--- config.mk ---
export PLATFORM = sky130hd
export DESIGN_NAME = if_id_queue
export DESIGN_NICKNAME = d
export VERILOG_FILES = /design/src/rtl/riscv_pkg.sv /design/src/rtl/if_id_queue.sv
export SDC_FILE = /design/constraint.sdc
export NUM_CORES = 1
export LEC_CHECK = 0
export ABC_AREA = 1
export CAP_MARGIN = 10
export CORE_MARGIN = 2
export CORE_UTILIZATION = 50
export CTS_CLUSTER_SIZE = 14
export DETAILED_ROUTE_END_ITERATION = 12
export PLACE_DENSITY = 0.78
export SLEW_MARGIN = 25
export SYNTH_ARGS = -nofsm -noshare
export SYNTH_HDL_FRONTEND = slang
export SYNTH_SLANG_ARGS = --single-unit
--- constraint.sdc ---
create_clock -name clk -period 16.1 [get_ports clk]
set_input_delay 4.025 -clock clk [delete_from_list [all_inputs] [get_ports clk]]
set_output_delay 4.025 -clock clk [all_outputs]
set_load 0.01 [all_outputs]
--- src/rtl/riscv_pkg.sv ---
// Shared definitions for the RISC-V pipeline front end: the canonical NOP
// and the fetch packet that travels from IF to ID.
package riscv_pkg;

  // Data width of the packet struct. The instruction queue's XLEN parameter
  // must match this value.
  localparam int RV_XLEN = 32;

  // addi x0, x0, 0 -- shown to decode whenever no real instruction is present
  localparam logic [31:0] NOP_INSTR = 32'h0000_0013;

  typedef struct packed {
    logic [31:0]        instr;
    logic [RV_XLEN-1:0] pc;
    logic [RV_XLEN-1:0] pcplus4;
    logic               pred_taken;
  } fetch_pkt_t;

  // Sequential PC. Wraps modulo 2^RV_XLEN, so 32'hFFFF_FFFC yields 0.
  function automatic logic [RV_XLEN-1:0] pc_plus4(input logic [RV_XLEN-1:0] pc);
    return pc + RV_XLEN'(4);
  endfunction

endpackage

--- src/rtl/if_id_queue.sv ---
// IF -> ID instruction queue: a small circular FIFO of fetch packets with
// valid/ready handshakes on both sides. Flush empties it in one cycle, and an
// empty queue presents a NOP with zeroed PC fields to decode.
module if_id_queue
  import riscv_pkg::*;
#(
  parameter int DEPTH = 2,   // power of two, 2..8
  parameter int XLEN  = 32   // must equal riscv_pkg::RV_XLEN
) (
  input  logic                     clk,
  input  logic                     reset,
  input  logic                     flush,
  input  logic                     f_valid,
  output logic                     f_ready,
  input  logic [31:0]              f_instr,
  input  logic [XLEN-1:0]          f_pc,
  input  logic                     f_pred_taken,
  output logic                     d_valid,
  input  logic                     d_ready,
  output logic [31:0]              d_instr,
  output logic [XLEN-1:0]          d_pc,
  output logic [XLEN-1:0]          d_pcplus4,
  output logic                     d_pred_taken,
  output logic [$clog2(DEPTH):0]   count
);

  localparam int PW = $clog2(DEPTH);
  localparam int CW = $clog2(DEPTH) + 1;
  localparam logic [CW-1:0] FULL_COUNT = CW'(DEPTH);

  fetch_pkt_t        mem_r [DEPTH];
  logic [PW-1:0]     wr_ptr_r;
  logic [PW-1:0]     rd_ptr_r;
  logic [CW-1:0]     count_r;

  logic              empty_s;
  logic              full_s;
  logic              push_s;
  logic              pop_s;
  fetch_pkt_t        wr_pkt_s;
  fetch_pkt_t        head_s;

  // Full/empty come from the occupancy register alone, never from the pointers.
  assign empty_s = (count_r == {CW{1'b0}});
  assign full_s  = (count_r == FULL_COUNT);

  // f_ready depends only on registered state and flush. A full queue refuses
  // a push even when decode pops in the same cycle.
  assign f_ready = !full_s && !flush;
  assign push_s  = f_valid && f_ready;
  assign pop_s   = !empty_s && d_ready && !flush;
  assign count   = count_r;

  // Build the packet to store. PC+4 is computed once here, at push time.
  always_comb begin
    wr_pkt_s            = '0;
    wr_pkt_s.instr      = f_instr;
    wr_pkt_s.pc         = f_pc;
    wr_pkt_s.pcplus4    = pc_plus4(f_pc);
    wr_pkt_s.pred_taken = f_pred_taken;
  end

  // Pointer and occupancy state. Flush wins over push and pop.
  always_ff @(posedge clk or posedge reset) begin
    if (reset) begin
      wr_ptr_r <= {PW{1'b0}};
      rd_ptr_r <= {PW{1'b0}};
      count_r  <= {CW{1'b0}};
    end else if (flush) begin
      wr_ptr_r <= {PW{1'b0}};
      rd_ptr_r <= {PW{1'b0}};
      count_r  <= {CW{1'b0}};
    end else begin
      // Pointers are PW bits wide and DEPTH is a power of two, so they wrap naturally.
      if (push_s) begin
        wr_ptr_r <= wr_ptr_r + PW'(1);
      end else begin
        wr_ptr_r <= wr_ptr_r;
      end
      if (pop_s) begin
        rd_ptr_r <= rd_ptr_r + PW'(1);
      end else begin
        rd_ptr_r <= rd_ptr_r;
      end
      case ({push_s, pop_s})
        2'b10:   count_r <= count_r + CW'(1);
        2'b01:   count_r <= count_r - CW'(1);
        default: count_r <= count_r;
      endcase
    end
  end

  // Entry storage. It has no reset, and a pop leaves the entry unchanged.
  always_ff @(posedge clk) begin
    if (push_s) begin
      mem_r[wr_ptr_r] <= wr_pkt_s;
    end else begin
      mem_r[wr_ptr_r] <= mem_r[wr_ptr_r];
    end
  end

  assign head_s = mem_r[rd_ptr_r];

  // Present the head entry to decode, or a NOP with zero fields when the queue is empty.
  always_comb begin
    d_valid      = 1'b0;
    d_instr      = NOP_INSTR;
    d_pc         = {XLEN{1'b0}};
    d_pcplus4    = {XLEN{1'b0}};
    d_pred_taken = 1'b0;
    if (!empty_s) begin
      d_valid      = 1'b1;
      d_instr      = head_s.instr;
      d_pc         = head_s.pc;
      d_pcplus4    = head_s.pcplus4;
      d_pred_taken = head_s.pred_taken;
    end else begin
      d_valid      = 1'b0;
    end
  end

endmodule

==> impl_results.md <==
* Antenna Cells at 0
* Crit path from: flush
* Hold_sp: wr_ptr_r
* CTS H-tree depth at 4
* Die span in x at 132.2 um
* Total Wirelength at 18,710 um
* Final Cycle Share at 57.33%
* Vias in the first global route at 5,711
* Launching element type of the critical path: primary input
* Placed cell areas at 10,080 um^2
* TritonCTS clock tree: yes
* Initial antenna violation count at 0
* Routability cong. at 0.8379
* Synth Flop Type: edfxtp_1
* Synth Register Bits at 194
* Pins over their slew limit at 0
* Reg clk slew, reported paths at 0.06 ns
* Worst EP required at 12.07 ns
* Arrival time at the worst endpoint at 5.20 ns
* Endpoints failing setup at 0
* Design area at 10,720 um^2
* Port Buffers at 170
* Tmin final at 9.229 ns
* Drt first pass iters at 5
* RSZ-0062 raised after global routing: no
* Worst clock skew at 0.008991 ns
* Max incr delay on CP at 0.55 ns
* Most common cell in the netlist: nand2_1
* Final hold vios at 0
* Hold Path Class: reg2reg
* Sw Ratio at 29.01%
* Layout Area Growth over Synthesis at 30.40%
* Distinct cells, synth at 24
* Largest cells by area after synthesis: edfxtp_1 (69%), nand2_1 (13%), a21oi_1 (5.7%)
* Worst-margin pin slew at 0.9442 ns
* Sequential share of power at 42.2%
* Met3 usage at 4.498%
* Register-to-Register Setup Slack at 13.56 ns
* TritonCTS sink count at 194
* Die H at 132.2 um
* Remaining global-route overflow at 0
* Row count at 46
* Cell chain of the critical path: clkdlybuf4s50_1, a21oi_2, clkdlybuf4s50_1
* Clock power frac at 28.7%
* Post-route DRC at 0
* Hold Crit Depth at 1
* Post-synth EDFFs at 190
* RR Endpoint: mem_r[0][15]
* Area leader, netlist: edfxtp_1
* Die area at 17,480 um^2
* Setup CP Type: in2out
* Register area share after synthesis at 70.65%
* Post-CTS Repair Setup Buffers at 0
* Post-synth top area share at 69.43%
* Clk buf depth at 2
* Critical R2R Launch: count[0]
* Average cell area after synthesis at 11.34 um^2
* Gr busiest metal: met2
* Internal power at 1.038 mW
* Via density at 5.251
* Pwr dens at 136.5 nW/um^2
* Maxcap violations at 0
* Clock Latency Late Sink at 0.42 ns
* Global Route Usage Sum at 21.47%
* Synth Instances at 725
* Clk root buf: clkbuf_16
* CTS resizes at 0
* Synth Net Count at 796
* DP Worst Slack at 6.883 ns
* Ports at 171
* Comb power frac at 29.1%
* CTS buffer count at 17
* Antenna-violating nets left at 0
* Leakage at 3.812 nW
* Peak supply drop at 84.07 uV
* End of the worst hold path: wr_ptr_r
* Reg2Reg Depth at 5
* TNS Setup at 0 ns
* Post-synthesis cell area at 8218 um^2
* Cell mode on critical path: clkdlybuf4s50_1
* Crit. End Element: output port
* 1st-iter DRT viols at 397
* Yosys warns at 0
* Hold-fix buffers, CTS at 0
* Worst-path fanout max at 4
* CP max-delay cell: clkdlybuf4s50_1
* Vias post-DR at 5,860
* Synth cell count leaders: nand2_1 (279), edfxtp_1 (190), a21oi_1 (94)
* Starting Density at 51.36%
* Placed wire-length estimate at 11,720 um
* Status: finished clean
* Slew margin rel. at 37.05%
* Final worst-path setup slack at 6.871 ns
* Core area at 16,000 um^2
* Async set or reset register ratio after synthesis at 2.062%
* Net switching power at 424.3 uW
* Met1 usage in global routing at 27.04%
* Largest net degree at the start of global routing at 93
* Share of post-route cells with drive strength above 1 at 6.889%
* Highest clock rate at 108.3 MHz
* First-pass GRT wire length at 29,190 um
* Nets at 959
* Fill count at 1,186
* WL per Instance at 16.77 um
* GR met2 Demand/Resource at 36.69%
==> flip-flops by register name, indices dropped and copies added (netlist names) <==
| name | cells |
|---|---|
| mem_r | 190 |
| count | 2 |
| rd_ptr_r | 1 |
| wr_ptr_r | 1 |
==> worst max-delay path, delay by kind of cell <==
kind	cells	cell delay, ns
compound gates	1	0.15
buf+inv	2	1.03
==> area by class of cell <==
cell class                      count  area, um^2  area share [%]
Clock inverter                     14       162.7           1.518
Timing Repair Buffer              177        1790           16.71
Sequential cell                   194        5809           54.21
Tap cell                          216       270.3           2.522
Clock buffer                       17       425.4           3.970
Multi-Input combinational cell    477        2180           20.34
Inverter                           21       78.83          0.7356
==> cell families after synthesis <==
| group | count (synthesis) | share of synthesized area, % |
|---|---|---|
| fa+ha+maj | 1 | 0.1522 |
| xor+xnor | 17 | 1.812 |
| compound gates | 99 | 6.075 |
| simple gates | 360 | 18.21 |
| buf+inv | 54 | 3.106 |
| flops | 194 | 70.65 |
==> power by group through the flow <==
stage / Sequential [mW] / Combinational (mW) / Clock, mW
2_1_floorplan: 0.625 / 0.201 / 0
3_3_place_gp: 0.626 / 0.417 / 0
3_5_place_dp: 0.628 / 0.422 / 0
4_1_cts: 0.617 / 0.425 / 0.427
5_1_grt: 0.621 / 0.459 / 0.444
6_report: 0.617 / 0.426 / 0.419
==> layer usage <==
metal | vias to the layer above | share of wire [%]
met3 | 29 | 5.0
met5 | - | 0
met2 | 188 | 50
met1 | 2839 | 42
met4 | 0 | 2.2
li1 | 2804 | -
==> per-stage QoR <==
stage	std cells	total power [mW]	hold slack, ns	utilization [%]
floorplan	725	0.8256	0.4814	-
global placement	1083	1.043	0.5662	62.98
detailed placement	1083	1.050	0.5739	62.98
CTS	1114	1.469	0.5835	66.66
global route	1116	1.524	0.6703	66.98
finish	1116	1.462	0.5940	66.98
==> cells in the final DEF (no fill, tap or decap) <==
master,n
a21oi_1,94
a21oi_2,1
buf_12,1
buf_16,1
buf_4,4
buf_6,1
bufinv_16,3
clkbuf_16,17
clkdlybuf4s50_1,170
clkinv_1,2
clkinv_2,3
clkinv_4,2
clkinvlp_4,2
dfrtp_1,3
dfrtp_4,1
edfxtp_1,190
ha_1,1
inv_1,18
inv_2,3
inv_6,2
nand2_1,279
nand2_2,3
nand2_4,2
nand3_1,12
nand3_2,2
nand3b_1,10
nand4_1,2
nor2_1,36
nor2_2,6
nor2_4,8
o21ai_0,2
o21ai_1,2
xnor2_1,7
xor2_1,10
==> worst max-delay path by stage <==
stage	cells past startpoint	to	slack [ns]
2_1_floorplan	3	mem_r[0][0]	7.30
3_3_place_gp	3	f_ready	6.90
3_5_place_dp	3	f_ready	6.88
4_1_cts	3	f_ready	6.88
5_1_grt	3	f_ready	6.82
6_report	3	f_ready	6.87
No activity file was read; power rests on OpenSTA's default activity.
